`config.mk`:
```
export PLATFORM = sky130hd
export DESIGN_NAME = pc_sequencer
export DESIGN_NICKNAME = d
export VERILOG_FILES = /design/src/rtl/pc_sequencer.sv
export SDC_FILE = /design/constraint.sdc
export NUM_CORES = 1
export LEC_CHECK = 0
export CAP_MARGIN = 40
export CORE_ASPECT_RATIO = 0.7
export CORE_MARGIN = 2
export CORE_UTILIZATION = 45
export CTS_CLUSTER_DIAMETER = 100
export DETAILED_ROUTE_END_ITERATION = 16
export PLACE_DENSITY = 0.83
export SLEW_MARGIN = 25
export SYNTH_ARGS = -nofsm -noshare
export SYNTH_HDL_FRONTEND = slang
export SYNTH_SLANG_ARGS = --single-unit
```
`constraint.sdc`:
```
create_clock -name clk -period 4.87 [get_ports clk]
set_input_delay 0.974 -clock clk [delete_from_list [all_inputs] [get_ports clk]]
set_output_delay 0.974 -clock clk [all_outputs]
set_load 0.01 [all_outputs]
```
`src/rtl/pc_sequencer.sv`:
```
// Program-counter sequencer: boots P_C, issues imem fetches over a req/ack
// handshake, and steers P_C loads for sequential advance, stalls and redirects.
module pc_sequencer #(
    parameter int               WIDTH     = 16,
    parameter int               STEP      = 4,
    parameter logic [WIDTH-1:0] RESET_VEC = '0,
    parameter logic [WIDTH-1:0] EXC_VEC   = WIDTH'('h80)
) (
    input  logic             clk,
    input  logic             rst,
    input  logic [WIDTH-1:0] pc_q,
    output logic             pc_en,
    output logic [WIDTH-1:0] pc_next,
    output logic             imem_req,
    output logic [WIDTH-1:0] imem_addr,
    input  logic             imem_ack,
    output logic             fetch_valid,
    input  logic             stall,
    input  logic             br_taken,
    input  logic [WIDTH-1:0] br_target,
    input  logic             jmp,
    input  logic [WIDTH-1:0] jmp_target,
    input  logic             exc,
    output logic             busy,
    output logic [1:0]       dbg_state
);

    typedef enum logic [1:0] {
        S_BOOT = 2'd0,
        S_REQ  = 2'd1,
        S_HOLD = 2'd2
    } state_t;

    // Handshake: imem_req stays high until the cycle imem_ack=1; that cycle
    // completes the fetch, and a new request may start on the next cycle.

    state_t           r_state;
    state_t           w_state_nxt;
    logic             r_pend_v;
    logic             r_pend_exc;
    logic [WIDTH-1:0] r_pend_addr;
    logic             w_pend_v_nxt;
    logic             w_pend_exc_nxt;
    logic [WIDTH-1:0] w_pend_addr_nxt;

    logic             w_redir;
    logic [WIDTH-1:0] w_tgt;
    logic [WIDTH-1:0] w_seq;
    logic             w_stale;
    logic             w_take_new;
    logic             w_buf_wr;

    assign w_redir    = exc | jmp | br_taken;
    assign w_tgt      = exc ? EXC_VEC : (jmp ? jmp_target : br_target);
    assign w_seq      = pc_q + WIDTH'(STEP);
    assign w_stale    = r_pend_v | w_redir;
    // A buffered exception is only displaced by another exception.
    assign w_take_new = w_redir & ~(r_pend_v & r_pend_exc & ~exc);
    assign w_buf_wr   = (r_state == S_REQ) & ~imem_ack & w_redir & (~r_pend_exc | exc);

    assign imem_addr  = pc_q;
    assign dbg_state  = r_state;

    always_ff @(posedge clk or posedge rst) begin
        if (rst) begin
            r_state     <= S_BOOT;
            r_pend_v    <= 1'b0;
            r_pend_exc  <= 1'b0;
            r_pend_addr <= '0;
        end else begin
            r_state     <= w_state_nxt;
            r_pend_v    <= w_pend_v_nxt;
            r_pend_exc  <= w_pend_exc_nxt;
            r_pend_addr <= w_pend_addr_nxt;
        end
    end

    always_comb begin
        w_state_nxt     = r_state;
        w_pend_v_nxt    = r_pend_v;
        w_pend_exc_nxt  = r_pend_exc;
        w_pend_addr_nxt = r_pend_addr;
        case (r_state)
            S_BOOT: w_state_nxt = S_REQ;
            S_REQ: begin
                if (!imem_ack) begin
                    if (w_buf_wr) begin
                        w_pend_v_nxt    = 1'b1;
                        w_pend_exc_nxt  = exc;
                        w_pend_addr_nxt = w_tgt;
                    end
                end else if (w_stale) begin
                    w_pend_v_nxt    = 1'b0;
                    w_pend_exc_nxt  = 1'b0;
                    w_pend_addr_nxt = '0;
                end else if (stall) begin
                    w_state_nxt = S_HOLD;
                end
            end
            S_HOLD: begin
                if (w_redir || !stall) w_state_nxt = S_REQ;
            end
            default: w_state_nxt = S_BOOT;
        endcase
    end

    // Outputs are Mealy; rst forces the quiescent values immediately.
    always_comb begin
        pc_en       = 1'b0;
        pc_next     = RESET_VEC;
        imem_req    = 1'b0;
        fetch_valid = 1'b0;
        busy        = 1'b0;
        if (!rst) begin
            case (r_state)
                S_BOOT: pc_en = 1'b1;
                S_REQ: begin
                    imem_req = 1'b1;
                    busy     = 1'b1;
                    if (imem_ack) begin
                        if (w_stale) begin
                            pc_en   = 1'b1;
                            pc_next = w_take_new ? w_tgt : r_pend_addr;
                        end else begin
                            fetch_valid = 1'b1;
                            if (!stall) begin
                                pc_en   = 1'b1;
                                pc_next = w_seq;
                            end
                        end
                    end
                end
                S_HOLD: begin
                    if (w_redir) begin
                        pc_en   = 1'b1;
                        pc_next = w_tgt;
                    end else if (!stall) begin
                        pc_en   = 1'b1;
                        pc_next = w_seq;
                    end
                end
                default: ;
            endcase
        end
    end

endmodule
```
Word level (Yosys, flattened, before mapping)
Index checks and enable logic that the tools add are counted.
{"block": "totals", "reg_bits": 20, "in_bits": 55, "out_inout_bits": 38, "elab_cells": 66}
{"block": "classes", "addsub": 1, "eq_ne": 7, "muxes": 34, "bitwise": 14, "n_reduce_logical": 6}
{"cell": "$mux 16", "count": 11}
{"cell": "$pmux 16 s2", "count": 1}
{"cell": "$add 16x3->16 const B", "count": 1}
{"cell": "$mux 1", "count": 16}
{"cell": "$mux 2", "count": 4}
{"cell": "$ne 2x2->1 const B", "count": 4}
{"cell": "$and 1x1->1", "count": 6}
{"cell": "$pmux 2 s3", "count": 1}
{"cell": "$not 1->1", "count": 4}
{"cell": "$or 1x1->1", "count": 4}
{"cell": "$reduce_and 4->1", "count": 1}
{"cell": "$pmux 1 s3", "count": 1}
{"cell": "$reduce_and 3->1", "count": 1}
{"cell": "$eq 2x1->1 const B", "count": 1}
{"cell": "$eq 2x2->1 const B", "count": 1}
{"cell": "$logic_not 2->1", "count": 1}
{"cell": "$ne 2x1->1 const B", "count": 1}
{"cell": "$reduce_bool 2->1", "count": 1}
{"cell": "$logic_not 1->1", "count": 1}
{"cell": "$logic_or 1x1->1", "count": 1}

Depth between registers and ports, before layout
{"block": "logic_depth", "depth_word": 9, "depth_mapped": 9, "depth_no_buf": 7}

Worst setup path after synthesis
No wires, ideal clock.
{"block": "synth_timing", "path_type": "input to output", "from": "in jmp", "to": "out pc_next[8]", "arrival_time_ns": 2.336, "required_ns": 3.896, "setup_slack_ns": 1.560, "path_stages": 7, "path_buffers": 2, "path_cell_list": "buf_2 -> buf_2 -> o21bai_1 -> nand3_1 -> o221ai_1 -> or2_2 -> a22oi_1"}
{"block": "synth_via", "elab_chain_len": 8, "elab_cells_between_ends": 12, "classes_between": "mux (8); bitwise (4)"}
{"item": "from (decl)", "line": "21", "rtl": "input logic jmp,"}
{"item": "$or 1x1->1 (2 in series)", "line": "53", "rtl": "assign w_redir = exc | jmp | br_taken;"}
{"item": "$and 1x1->1", "line": "58", "rtl": "assign w_take_new = w_redir & ~(r_pend_v & r_pend_exc & ~exc);"}
{"item": "$mux 16", "line": "123", "rtl": "pc_next = w_take_new ? w_tgt : r_pend_addr;"}
{"item": "$mux 16", "line": "121", "rtl": "if (w_stale) begin"}
{"item": "$mux 16", "line": "120", "rtl": "if (imem_ack) begin"}
{"item": "$pmux 16 s2 (*)", "line": "115", "rtl": "case (r_state)"}
{"item": "$mux 16 (*)", "line": "114", "rtl": "if (!rst) begin"}
{"item": "to (decl)", "line": "13", "rtl": "output logic [WIDTH-1:0] pc_next,"}
Every way passes the cells marked *; elsewhere a longest branch is shown, timed or not.

Worst setup path after layout
{"block": "layout_timing", "from": "in br_taken", "to": "out pc_next[15]"}
{"block": "layout_via", "elab_chain_len": 7, "elab_cells_between_ends": 9, "classes_between": "mux (6); bitwise (3)"}
{"item": "from (decl)", "line": "19", "rtl": "input logic br_taken,"}
{"item": "$or 1x1->1 (*)", "line": "53"}
{"item": "$and 1x1->1", "line": "58"}
{"item": "$mux 16", "line": "123"}
{"item": "$mux 16", "line": "121"}
{"item": "$mux 16", "line": "120"}
{"item": "$pmux 16 s2 (*)", "line": "115"}
{"item": "$mux 16 (*)", "line": "114"}
Marked as above.

==> metrics.cfg <==
[global_routing]
antenna_found_initial = 0
grt_max_degree = 45
grt_first_pass_wirelength_um = 12100
grt_pass1_vias = 2654
grt-ovfl-total = 0
track_usage_pct = 24.5

[yosys]
netlist_area_sq_mm = 0.00244
synth_fa_ha_area_share_pct = 2.56
synth_edf_count = 0
yosysUniqueCellTypes = 51
ys_warn_count = 0
synth_compound_area_share_pct = 31.7
synth-simple-area-share_pct = 24.5
synthesis.nets = 403
synth_mux_area_share_pct = 4.26
netlist_instances = 343
synthXorXnorAreaFrac_pct = 3.23
seq_area_frac_synth_pct = 20.5
synth_ff_type = dfrtp_1
synth_top_family_by_area = compound AO/OA/AOI/OAI gates
synthArstFlopShare_pct = 100
synth_seq_cells = 20
avgSynthCellArea_sq_um = 7.11

[clocking]
insertion_delay_ps = 260
clk_pin_slew_worst_paths_ps = 80
clock_sinks = 20
clockBufferDepth = 2
cts_hold_buf = 0
cts_tree = yes
postCtsSetupBuffers = 0
htreeDepth = 1
cts_buffers = 3
ctsResizeCount = 0
root_buffer = clkbuf_8

[routing]
dr.pass1.iters = 6
avgViaCountPerCell = 5.89
postRouteAntennaNets = 0
route.detailed.drc = 0
drtIter0Drc = 355
detail_route.wl_per_cell_um = 15.6
vias = 2834
wl_um = 7500

[critical_path]
critPathLaunchType = input port
crit_fanout = 16
worstPathCellList = clkdlybuf4s50_1 > o21bai_1 > a21oi_1 > a21oi_1 > o21ai_0 > o31a_1 > clkdlybuf4s50_1
path_class = input port to primary output
reg2reg_slack_ps = 2420
path_delay_family = buffers and inverters
worstReg2RegStart = r_pend_v$_DFFE_PP0P_
cp_slowest_cell = clkdlybuf4s50_1
max_stage_delay_ps = 870
worst-path-buf-inv = 2
worstReg2RegEnd = r_pend_addr[2]$_DFFE_PP0P_
critPathRequiredTime_ps = 3900
r2r_cells = 5
worstPathArrival_ps = 3650
end_kind = primary output

[timing]
hold_viol_final = 0
max_freq_mhz = 216
fin_crit_ps = 4620
slew_viol_final = 0
rsz0062_at_grt = false
fin_crit_sh_pct = 94.9
fin_tns_setup_ps = 0
relSlewSlack_pct = 44.3
tightest_slew_ps = 833
fin_skew_ps = 1.65
setup_viol = 0

[finish]
drive_gt1_share_pct = 6.85
nets = 470
final_cell_mix = clkdlybuf4s50_1 (92), nand2_1 (40), o21ai_0 (28)
post-route-util_pct = 64.1
n_antenna_cell = 0
areaGrowthSynthToFinish_pct = 37.5
final_common_cell = clkdlybuf4s50_1

[power_and_ir_drop]
peakVddDrop_mv = 0.112
p_sw_mw = 0.371
pwr-share-clk_pct = 14.9
p_sw_share_pct = 42.6
powerDensity_mw_per_mm2 = 260
p_leak_nw = 1.30
p_int_mw = 0.501
combPwrFrac_pct = 53.9
seqPwrFrac_pct = 31.2

[outcome]
status = completed

[worst_hold_path]
hold_path_startpoint = r_pend_addr[1]$_DFFE_PP0P_
worstHoldPathType = flip-flop to flip-flop
min_to = r_pend_addr[1]$_DFFE_PP0P_
holdPathStages = 2

[placed_design]
port_buffers = 92
dp.final_hpwl_um = 5690
gp_congestion = 0.961

[die]
start_util_pct = 46.7
die_area_sq_mm = 0.00604
pin_count = 93
std_cell_rows = 22
die-width_um = 92.0
die_h_um = 65.6
core_sq_mm = 0.00523

[run]
cap_violations = 0

## worst reg2reg max path, stage by stage, from the launching register on
cell	delay, ps
dfrtp_1	570
or4_4	580
and2_4	200
o21ai_4	640
a2111oi_0	160
a21o_1	200
## cells in the mapped netlist, types with 2 or more instances
master     count  area, sq um
and2_1         2         12.5
nand2b_1       8         50.1
dfrtp_1       20          500
a21oi_1       27          135
o31ai_1       11         82.6
a22o_1         3         26.3
buf_2          3         15.0
o21ai_0       28          140
a2bb2oi_1      6         52.6
nor4_1         2         12.5
or2_2          2         12.5
clkbuf_1      16         60.1
ha_1           5         62.6
a31oi_1        5         31.3
o41ai_1        7         61.3
xnor2_1        7         61.3
nand4_1        2         12.5
o221ai_1       4         35.0
nor3_1         9         45.0
buf_4         17          128
buf_6          5         56.3
nand3_1       15         75.1
o21a_1         2         15.0
mux2_2         3         33.8
a211oi_1       2         15.0
nor2_1        26         97.6
xor2_1         2         17.5
nor2b_1       12         75.1
a21o_1         4         30.0
nand2_1       40          150
a22oi_1        5         37.5
inv_1         15         56.3
mux2i_1        7         70.1
or3_1          3         18.8
buf_1          2         7.51
## flip-flops by register name, summed over array words and instances (netlist names)
name	cells
r_pend_exc	1
dbg_state	2
r_pend_v	1
r_pend_addr	16
## stage by stage
| stage | total power [mW] | instance area (sq um) | setup WS (ps) | cells | hold slack (ps) |
|---|---|---|---|---|---|
| 6_report | 0.873 | 3350 | 251 | 481 | 492 |
| 5_1_grt | 0.928 | 3350 | 124 | 481 | 518 |
| 4_1_cts | 0.865 | 3350 | 357 | 481 | 489 |
| 3_5_place_dp | 0.734 | 3300 | 356 | 477 | 472 |
| 3_3_place_gp | 0.722 | 3300 | 442 | 477 | 462 |
| 2_1_floorplan | 0.577 | 2440 | 1560 | 343 | 442 |
## layer usage
layer	global-route usage (%)	part of all wire, %
met1	32.8	43
met2	41.9	46
met3	4.13	8.9
met4	4.85	1.6
met5	0	0
## final cells by class
| type | count | area [sq um] |
|---|---|---|
| sequential | 20 | 500 |
| fill | 450 | 1880 |
| inverter | 15 | 56.3 |
| timing repair buffer | 105 | 1030 |
| tap | 72 | 90.1 |
| clock buffer | 4 | 55.1 |
| multi-input combinational | 265 | 1620 |
## power by group through the flow
stage               Clock [mW]  Combinational, mW  Sequential [mW]
finish                   0.130              0.470            0.272
global route             0.140              0.512            0.276
CTS                      0.131              0.465            0.268
detailed placement           0              0.463            0.271
global placement             0              0.453            0.269
floorplan                    0              0.330            0.247
## worst max path at each step
stage	from	to	depth (start not counted)
2_1_floorplan	jmp	pc_next[8]	7
3_3_place_gp	br_taken	pc_next[8]	8
3_5_place_dp	br_taken	pc_next[11]	7
4_1_cts	br_taken	pc_next[15]	7
5_1_grt	br_taken	pc_next[11]	7
6_report	br_taken	pc_next[15]	7
## logic make-up (layout without fill, tap and decap cells)
kind of cell,count (synthesis),after routing
AOI/OAI and AO/OA,116,116
xor gates and xnor gates,9,9
adders and majority gates,5,5
buffers and inverters,58,124
DFF,20,20
muxes,10,10
and+or+nand+nor,125,125
No activity file was read; power rests on OpenSTA's default activity.
